==> config.mk <==
export PLATFORM = sky130hd
export DESIGN_NAME = exp_requester_flat
export DESIGN_NICKNAME = d
export VERILOG_FILES = /design/src/rtl/exp_requester_if.sv /design/src/rtl/exp_requester.sv /design/src/flat_wrapper.sv
export SDC_FILE = /design/constraint.sdc
export NUM_CORES = 1
export LEC_CHECK = 0
export CORE_MARGIN = 5
export CORE_UTILIZATION = 47
export DETAILED_ROUTE_END_ITERATION = 7
export PLACE_DENSITY = 0.9
export RECOVER_POWER = 50
export SYNTH_ARGS = -nofsm -noshare
export SYNTH_HDL_FRONTEND = slang
export SYNTH_SLANG_ARGS = --single-unit
==> constraint.sdc <==
create_clock -name clk -period 4.6 [get_ports clk]
set_input_delay 0.46 -clock clk [delete_from_list [all_inputs] [get_ports clk]]
set_output_delay 0.46 -clock clk [all_outputs]
set_load 0.01 [all_outputs]
==> src/rtl/exp_requester_if.sv <==
// ---------------------------------------------------------------------------
// exp_requester_if
//   Bundles the signals between the exponential-engine requester, its
//   operand producer, the engine and the result consumer.
//
//   Handshake semantics (both valid/ready ports):
//     A transfer happens on a rising clock edge where valid and ready are both
//     high. The source holds valid and data stable until that transfer happens.
//     The sink may raise or lower ready at any time. ready may depend
//     combinationally on the state of the sink and on out_ready.
//
//   Signals:
//     in_valid / in_ready / in_data        operand input port
//     start / x_out                         request pulse and operand to engine
//     done / eng_result                     engine completion pulse and result
//     out_valid / out_ready / out_data      result output port
//     out_err                               result came from the watchdog
//     busy                                  request in flight
//
//   Modports:
//     master : the requester itself
//     slave  : the surrounding environment (producer, engine, consumer)
// ---------------------------------------------------------------------------
interface exp_requester_if #(
    parameter int DW = 16,
    parameter int RW = 16
);
    logic          in_valid;
    logic          in_ready;
    logic [DW-1:0] in_data;
    logic          start;
    logic [DW-1:0] x_out;
    logic          done;
    logic [RW-1:0] eng_result;
    logic          out_valid;
    logic          out_ready;
    logic [RW-1:0] out_data;
    logic          out_err;
    logic          busy;

    modport master (
        input  in_valid, in_data, done, eng_result, out_ready,
        output in_ready, start, x_out, out_valid, out_data, out_err, busy
    );

    modport slave (
        output in_valid, in_data, done, eng_result, out_ready,
        input  in_ready, start, x_out, out_valid, out_data, out_err, busy
    );
endinterface

==> src/rtl/exp_requester.sv <==
// ---------------------------------------------------------------------------
// exp_requester
//   Host-side initiator for the iterative exponential engine. Takes one
//   operand, fires a single-cycle start pulse, waits for the engine's done
//   pulse (or a watchdog expiry) and presents the result in a one-entry
//   output register.
//
//   Ports:
//     clk      rising-edge clock
//     rst      asynchronous, active-high reset
//     bus      exp_requester_if.master (operand, engine and result signals)
//     state_o  current FSM state (0 IDLE, 1 LAUNCH, 2 WAIT) for observation
//
//   Parameters:
//     DW       operand width
//     RW       result width
//     TIMEOUT  WAIT cycles before the request is abandoned with out_err
//              (intended to be at least 8)
// ---------------------------------------------------------------------------
module exp_requester #(
    parameter int DW      = 16,
    parameter int RW      = 16,
    parameter int TIMEOUT = 64
) (
    input  logic               clk,
    input  logic               rst,
    exp_requester_if.master    bus,
    output logic [1:0]         state_o
);
    localparam int CW = $clog2(TIMEOUT + 1);

    typedef enum logic [1:0] {
        S_IDLE   = 2'd0,
        S_LAUNCH = 2'd1,
        S_WAIT   = 2'd2
    } state_t;

    state_t        state_q, state_d;
    logic [DW-1:0] x_q, x_d;
    logic [CW-1:0] wcnt_q, wcnt_d;
    logic          out_valid_q, out_valid_d;
    logic [RW-1:0] out_data_q, out_data_d;
    logic          out_err_q, out_err_d;

    logic          in_ready_c;
    logic          accept_c;
    logic          pop_c;
    logic          start_c;

    // A pop and a new accept may share a cycle: ready looks through out_ready.
    // Because new work is only taken when the output register will be empty,
    // a WAIT exit never finds the register still full.
    assign in_ready_c = (state_q == S_IDLE) && (!out_valid_q || bus.out_ready);
    assign accept_c   = in_ready_c && bus.in_valid;
    assign pop_c      = out_valid_q && bus.out_ready;

    always_comb begin
        state_d     = state_q;
        x_d         = x_q;
        wcnt_d      = wcnt_q;
        out_valid_d = out_valid_q && !pop_c;
        out_data_d  = out_data_q;
        out_err_d   = out_err_q;
        start_c     = 1'b0;

        case (state_q)
            S_IDLE: begin
                // done is deliberately ignored here (stray or late pulse).
                if (accept_c) begin
                    x_d     = bus.in_data;
                    state_d = S_LAUNCH;
                end
            end
            S_LAUNCH: begin
                start_c = 1'b1;
                wcnt_d  = '0;
                state_d = S_WAIT;
            end
            S_WAIT: begin
                // Saturate rather than wrap so the watchdog can never re-arm.
                if (wcnt_q != CW'(TIMEOUT)) begin
                    wcnt_d = wcnt_q + CW'(1);
                end
                // done takes priority over a coincident watchdog expiry.
                if (bus.done) begin
                    out_data_d  = bus.eng_result;
                    out_err_d   = 1'b0;
                    out_valid_d = 1'b1;
                    state_d     = S_IDLE;
                end else if (wcnt_q == CW'(TIMEOUT - 1)) begin
                    out_data_d  = '0;
                    out_err_d   = 1'b1;
                    out_valid_d = 1'b1;
                    state_d     = S_IDLE;
                end
            end
            default: begin
                state_d = S_IDLE;
            end
        endcase
    end

    always_ff @(posedge clk or posedge rst) begin
        if (rst) begin
            state_q     <= S_IDLE;
            x_q         <= '0;
            wcnt_q      <= '0;
            out_valid_q <= 1'b0;
            out_data_q  <= '0;
            out_err_q   <= 1'b0;
        end else begin
            state_q     <= state_d;
            x_q         <= x_d;
            wcnt_q      <= wcnt_d;
            out_valid_q <= out_valid_d;
            out_data_q  <= out_data_d;
            out_err_q   <= out_err_d;
        end
    end

    assign bus.in_ready  = in_ready_c;
    assign bus.start     = start_c;
    assign bus.x_out     = x_q;
    assign bus.out_valid = out_valid_q;
    assign bus.out_data  = out_data_q;
    assign bus.out_err   = out_err_q;
    assign bus.busy      = (state_q != S_IDLE);
    assign state_o       = state_q;
endmodule

==> src/flat_wrapper.sv <==
// flat-port wrapper written by rule: the top's interface ports become plain ports
module exp_requester_flat 
#(
    parameter int DW      = 16,
    parameter int RW      = 16,
    parameter int TIMEOUT = 64
)
  (clk, rst, state_o, bus_in_valid, bus_in_data, bus_done, bus_eng_result, bus_out_ready, bus_in_ready, bus_start, bus_x_out, bus_out_valid, bus_out_data, bus_out_err, bus_busy);
  exp_requester_if #(.DW(DW), .RW(RW)) bus_i ();
  input  logic clk;
  input  logic rst;
  output logic [1:0] state_o;
  input wire logic [$bits(bus_i.in_valid)-1:0] bus_in_valid;
  input wire logic [$bits(bus_i.in_data)-1:0] bus_in_data;
  input wire logic [$bits(bus_i.done)-1:0] bus_done;
  input wire logic [$bits(bus_i.eng_result)-1:0] bus_eng_result;
  input wire logic [$bits(bus_i.out_ready)-1:0] bus_out_ready;
  output wire logic [$bits(bus_i.in_ready)-1:0] bus_in_ready;
  output wire logic [$bits(bus_i.start)-1:0] bus_start;
  output wire logic [$bits(bus_i.x_out)-1:0] bus_x_out;
  output wire logic [$bits(bus_i.out_valid)-1:0] bus_out_valid;
  output wire logic [$bits(bus_i.out_data)-1:0] bus_out_data;
  output wire logic [$bits(bus_i.out_err)-1:0] bus_out_err;
  output wire logic [$bits(bus_i.busy)-1:0] bus_busy;
  assign bus_i.in_valid = bus_in_valid;
  assign bus_i.in_data = bus_in_data;
  assign bus_i.done = bus_done;
  assign bus_i.eng_result = bus_eng_result;
  assign bus_i.out_ready = bus_out_ready;
  assign bus_in_ready = bus_i.in_ready;
  assign bus_start = bus_i.start;
  assign bus_x_out = bus_i.x_out;
  assign bus_out_valid = bus_i.out_valid;
  assign bus_out_data = bus_i.out_data;
  assign bus_out_err = bus_i.out_err;
  assign bus_busy = bus_i.busy;
  exp_requester #(.DW(DW), .RW(RW), .TIMEOUT(TIMEOUT)) u_core (.clk(clk), .rst(rst), .bus(bus_i), .state_o(state_o));
endmodule
==> results of run 1 <==
-- power breakdown --
| group | switching [mW] | total (mW) | internal, mW |
|---|---|---|---|
| sequential | 0.140 | 0.676 | 0.536 |
| clock | 0.125 | 0.341 | 0.217 |
| combinational | 0.330 | 0.843 | 0.514 |
| total | 0.594 | 1.86 | 1.27 |
-- registers in the layout, summed over array words and instances (netlist names) --
| register | flops |
|---|---|
| u_core.wcnt_q | 7 |
| u_core.state_o | 2 |
| u_core.bus.out_err | 1 |
| u_core.bus.out_data | 16 |
| u_core.bus.x_out | 16 |
| u_core.bus.out_valid | 1 |
-- metrics by stage --
stage          cells  hold slack (ps)
2_1_floorplan    165              536
3_3_place_gp     280              481
3_5_place_dp     280              490
4_1_cts          288              511
5_1_grt          288              525
6_report         288              502
-- synthesized netlist by cell type (all sizes together) --
library cell | n | area, um^2
o21ba | 1 | 10.0
o311ai | 2 | 17.5
nor2b | 4 | 25.0
o2111ai | 1 | 8.76
nand4 | 2 | 12.5
nand2 | 6 | 22.5
mux2 | 16 | 180
clkbuf | 3 | 11.3
and2 | 2 | 12.5
dfrtp | 43 | 1080
nor3 | 1 | 5.00
and4bb | 1 | 12.5
nand4b | 1 | 8.76
or2 | 1 | 6.26
nor2 | 2 | 10.0
a21oi | 1 | 5.00
and3 | 1 | 7.51
a22o | 17 | 149
o21a | 1 | 7.51
o31ai | 1 | 7.51
nand2b | 2 | 12.5
nand3 | 7 | 40.0
and3b | 1 | 8.76
o21ai | 6 | 30.0
or4 | 2 | 18.8
inv | 7 | 26.3
ha | 2 | 25.0
buf | 8 | 38.8
a21o | 17 | 128
nand3b | 1 | 7.51
a32o | 1 | 10.0
o211ai | 2 | 15.0
a2bb2oi | 2 | 17.5
-- cells in the final DEF (no fill, tap or decap), types with 4 or more instances in the layout --
| cell type | instances |
|---|---|
| clkdlybuf4s50_1 | 64 |
| dfrtp_1 | 43 |
| a22o_1 | 17 |
| a21o_1 | 17 |
| mux2_2 | 16 |
| dlygate4sd3_1 | 11 |
| nand3_1 | 7 |
| inv_1 | 6 |
| nand2_1 | 6 |
| o21ai_0 | 6 |
| clkbuf_8 | 5 |
| nor2b_1 | 4 |
-- cell type report --
type                    count  area [um^2]
clock inverters             2         60.1
multi-input cells         104          812
fillers                   300         1160
flip-flops and latches     43         1080
repair buffers             76          754
well taps                  50         62.6
inverters                   7         26.3
clock buffers               6         72.6
-- path summary, 6_finish.rpt --
kind,end,slack (ps),cells after the start
worst max-delay path,u_core.bus.x_out[5]$_DFFE_PP0P_,1850,3
worst min register to register,u_core.bus.x_out[14]$_DFFE_PP0P_,500,1
min in group asynchronous,u_core.bus.x_out[0]$_DFFE_PP0P_,1450,3
max in group clk,bus_start,2210,3
worst min-delay path,u_core.bus.x_out[14]$_DFFE_PP0P_,500,1
worst max register to register,u_core.bus.x_out[3]$_DFFE_PP0P_,2520,3
-- routing by layer --
metal	wire, um	track usage, %
met4	45	5.34
met3	332	6.68
met5	0	0
met1	1870	20.3
met2	2370	30.3
-- logic make-up (layout without fill, tap and decap cells) --
family,count (synthesis),count (layout),share of synthesized area (%)
compound gates,52,52,20.5
fa+ha+maj,2,2,1.27
buf+inv,18,91,3.87
flops,43,43,54.5
mux,16,16,9.13
simple gates,34,34,10.7
-- critical path, cell delays in order --
cell	delay, ps
dlygate4sd3_1	540
clkinv_1	50
clkbuf_1	1620
==> flow_summary.ini, run 1 <==
[global_routing]
grt_pass1_vias = 1660
grt_max_degree = 44
grtUsageTotal_pct = 17.6
antenna_found_initial = 0
grt_pass1_wl_um = 7430
grt_overflow = 0

[setup_path]
worst_ep_required_time_ps = 4530
cp-end-kind = asynchronous set/reset pin
crit_fanout = 43
worstReg2RegStart = u_core.state_o[1]$_DFFE_PP0P_
startpoint_type = input port
critical_path_class = input port to asynchronous set/reset pin
cp-startpoint = rst
worstPathArrival_ps = 2690

[cts]
cts_made_buffers = 5
cts_tree = done
clockBufferDepth = 2
cts_num_sinks = 43
clkTransAtPathRegs_ps = 80
h-tree-depth = 2
clk_latency_ps = 290
cts_resized = 0
holdBufCountCts = 0
cts_root_buffer = clkbuf_8
cts_setup_buffers = 0

[synthesis]
avgSynthCellArea_um2 = 12.0
yosysSeqAreaShare_pct = 54.5
syn_area_um2 = 1970
syn-num-nets = 204
yosys_warnings = 0
synthCells = 165
synth_cell_types = 38
ys_ff_latch = 43

[power]
p_per_area_nw_per_um2 = 650
leakage_nw = 1.20
peakVddDrop_uv = 361
finalPower_mw = 1.86

[place]
dpl_cell_area_um2 = 2740
place_hpwl_um = 3350
routabilityCongestion = 0.865
io_buffers = 75
pre_cts_ws_ps = 2370

[sta]
finalMaxSlewViolations = 44
finalHoldViolations = 0
rsz0062_at_grt = false
setup_tns_ps = 0
max_slew_margin_pct = -52.6
fin_ws_ps = 1850
worst_pin_slew_ps = 2290
fmax_mhz = 363
period_minus_slack_ps = 2750
finalCritPeriodShare_pct = 59.9
fin_skew_ps = 3.85
setup_viol = 0

[status]
status = finished with violations
violations = max-capacitance violations, max-slew violations

[detailed_routing]
dr.first_iter.drc_count = 143
wire_per_inst_um = 16.0
drt-total-wl_um = 4620
drt-vias-per-instance = 5.36
ant_nets = 0
post-route-drc-count = 0
vias = 1544
drt-pass1-iter-count = 4

[finish]
fin_nets = 276
final_util_pct = 71.1
syn_to_final_growth_pct = 45.1
final_area_um2 = 2860
insertedDiodeCount = 0
drive_above_1_share_pct = 11.3

[floorplanning]
die_x_um = 74.8
core_um2 = 4030
die_h_um = 74.8
rows = 23
io_pins = 76
initial_utilization_pct = 49.0
dieArea_um2 = 5590

[min_path]
worstHoldStart = u_core.bus.x_out[14]$_DFFE_PP0P_
hold_class = flop to flop

[flow_run]
max-cap-violations = 1
No activity file was read; power rests on OpenSTA's default activity.
==> run 2: changes to the inputs <==
--- a/config.mk
+++ b/config.mk
@@ -6,9 +6,9 @@
 export NUM_CORES = 1
 export LEC_CHECK = 0
 export CORE_MARGIN = 5
-export CORE_UTILIZATION = 47
+export CORE_UTILIZATION = 39
 export DETAILED_ROUTE_END_ITERATION = 7
-export PLACE_DENSITY = 0.9
+export PLACE_DENSITY = 0.8
 export RECOVER_POWER = 50
 export SYNTH_ARGS = -nofsm -noshare
 export SYNTH_HDL_FRONTEND = slang
==> constraint.sdc (replaced) <==
create_clock -name clk -period 2.53 [get_ports clk]
set_input_delay 0.253 -clock clk [delete_from_list [all_inputs] [get_ports clk]]
set_output_delay 0.253 -clock clk [all_outputs]
set_load 0.01 [all_outputs]
==> run 2 against run 1 <==
Compared with the run above: the run now ends clean; clock power increased by 45%; count of clock-buffer cells in the layout is the same; setup slack got worse by 1500 ps; clock skew grew 5.1 ps; sequential share of layout area is 0.098 points lower; critical path depth did not move; global-route usage shrank 2.4 points; cell count is 6.3% higher; total power grew 75%; non-clock buffer count rose by 2; combinational power grew 83%; first-iteration DRC count shrank 30%; largest cell class unchanged.
==> flow_summary.ini, run 2 (synthesis results as in run 1) <==
[sta]
finalMaxSlewViolations = 0
max_slew_margin_pct = 36.9
whs_ps = 500
finalCritPeriodShare_pct = 85.7
finalHoldViolations = 0
period_minus_slack_ps = 2170
setup_tns_ps = 0
setup_viol = 0
worst_pin_slew_ps = 941
fmax_mhz = 461
fin_skew_ps = 8.93
rsz0062_at_grt = false

[cts]
clk_latency_ps = 290
cts_tree = done
cts_num_sinks = 43
h-tree-depth = 2
clockBufferDepth = 2
cts_root_buffer = clkbuf_8
cts_made_buffers = 5
clkTransAtPathRegs_ps = 80
cts_resized = 0
cts_setup_buffers = 0
holdBufCountCts = 0

[setup_path]
startpoint_type = flop
worst-path-buf-inv = 2
cp-end-kind = output port
crit_fanout = 20
cp_slowest_cell = dfrtp_1
worstReg2RegStart = u_core.state_o[0]$_DFFE_PP0P_
worst-path-stages = 3
worst_ep_required_time_ps = 2280
crit_chain = inv_1 -> nor2_1 -> clkdlybuf4s50_1
worstPathArrival_ps = 1910
r2r_setup_slack_ps = 710
r2r_cells = 3
cp-startpoint = u_core.state_o[0]$_DFFE_PP0P_
cp_top_family = buffers and inverters
critical_path_class = flop to output port
slowest_delay_ps = 690

[finish]
final_area_um2 = 2870
drive_above_1_share_pct = 12.1
insertedDiodeCount = 0
fin_nets = 278
syn_to_final_growth_pct = 45.5
mostFrequentLayoutCells = clkdlybuf4s50_1 (58), dfrtp_1 (43), a22o_1 (17), a21o_1 (17), dlygate4sd3_1 (17)
layout_commonest_cell = clkdlybuf4s50_1

[status]
status = finished, final reports clean

[detailed_routing]
dr.first_iter.drc_count = 100
ant_nets = 0
post-route-drc-count = 0
wire_per_inst_um = 15.3
drt-vias-per-instance = 5.15
drt-total-wl_um = 4670
drt-pass1-iter-count = 4
vias = 1577

[floorplanning]
die_x_um = 81.1
die_h_um = 81.1
initial_utilization_pct = 41.0
rows = 25
dieArea_um2 = 6580
io_pins = 76
core_um2 = 4820

[flow_run]
max-cap-violations = 0

[place]
place_hpwl_um = 3500
dpl_cell_area_um2 = 2780
io_buffers = 75
routabilityCongestion = 0.845

[min_path]
whs_path_depth = 1
worstHoldStart = u_core.bus.out_data[14]$_DFFE_PP0P_
hold_class = flop to flop

[power]
peakVddDrop_uv = 613
leakage_nw = 1.19
p_per_area_nw_per_um2 = 1140

[global_routing]
grt_pass1_wl_um = 7640
grt_overflow = 0
grt_pass1_vias = 1596
grtUsageTotal_pct = 15.2
grt_max_degree = 29
antenna_found_initial = 0
-- run 2: layout make-up --
cell class	instances	area [um^2]
Timing Repair Buffer	78	762
Tap cell	67	83.8
Multi-Input combinational cell	104	821
Sequential cell	43	1080
Fill cell	433	1950
Clock inverter	1	30.0
Clock buffer	6	72.6
Inverter	7	26.3
-- run 2: worst reg2reg max path: stages (launching register included) --
cell and delay, ps:
dfrtp_1 580, nand2b_1 580, a22o_1 400, a21o_1 160
-- run 2: power breakdown --
part	internal, mW	leakage (nW)	switching, mW
Combinational	0.929	0.647	0.616
Clock	0.289	0.0513	0.207
Sequential	0.975	0.496	0.245
-- run 2: routing by layer --
metal	share of wire [%]	GRT usage [%]	vias to the layer above	wire length (um)
met5	0	0	-	0
met4	1.0	4.56	0	47
met3	7.3	5.10	5	340
met2	52	25.2	50	2420
met1	40	18.6	768	1860
li1	-	-	754	-
-- run 2: through the flow --
stage / power, mW / setup WS [ps] / util (%) / std cells
after detailed placement: 2.85 / 704 / 57.7 / 299
final: 3.26 / 363 / 59.6 / 306
after global routing: 3.49 / 165 / 59.6 / 306
after CTS: 3.37 / 371 / 59.8 / 306
after global placement: 2.81 / 746 / 57.7 / 299
after floorplan: 2.05 / 1010 / - / 165
-- run 2: worst paths after layout --
path | endpoint
min in group asynchronous | u_core.bus.x_out[10]$_DFFE_PP0P_
min reg2reg | u_core.bus.out_data[14]$_DFFE_PP0P_
max in group asynchronous | u_core.bus.out_data[11]$_DFFE_PP0P_
max | bus_start
max reg2reg | u_core.bus.out_data[10]$_DFFE_PP0P_
min | u_core.bus.out_data[14]$_DFFE_PP0P_
==> run 3: changes to the inputs <==
--- a/config.mk
+++ b/config.mk
@@ -8,6 +8,7 @@
 export CORE_MARGIN = 5
 export CORE_UTILIZATION = 39
 export DETAILED_ROUTE_END_ITERATION = 7
+export GPL_ROUTABILITY_DRIVEN = 0
 export PLACE_DENSITY = 0.8
 export RECOVER_POWER = 50
 export SYNTH_ARGS = -nofsm -noshare
==> results of run 3 <==
No change in the layout: final DEF, timing and power equal those of run 2.
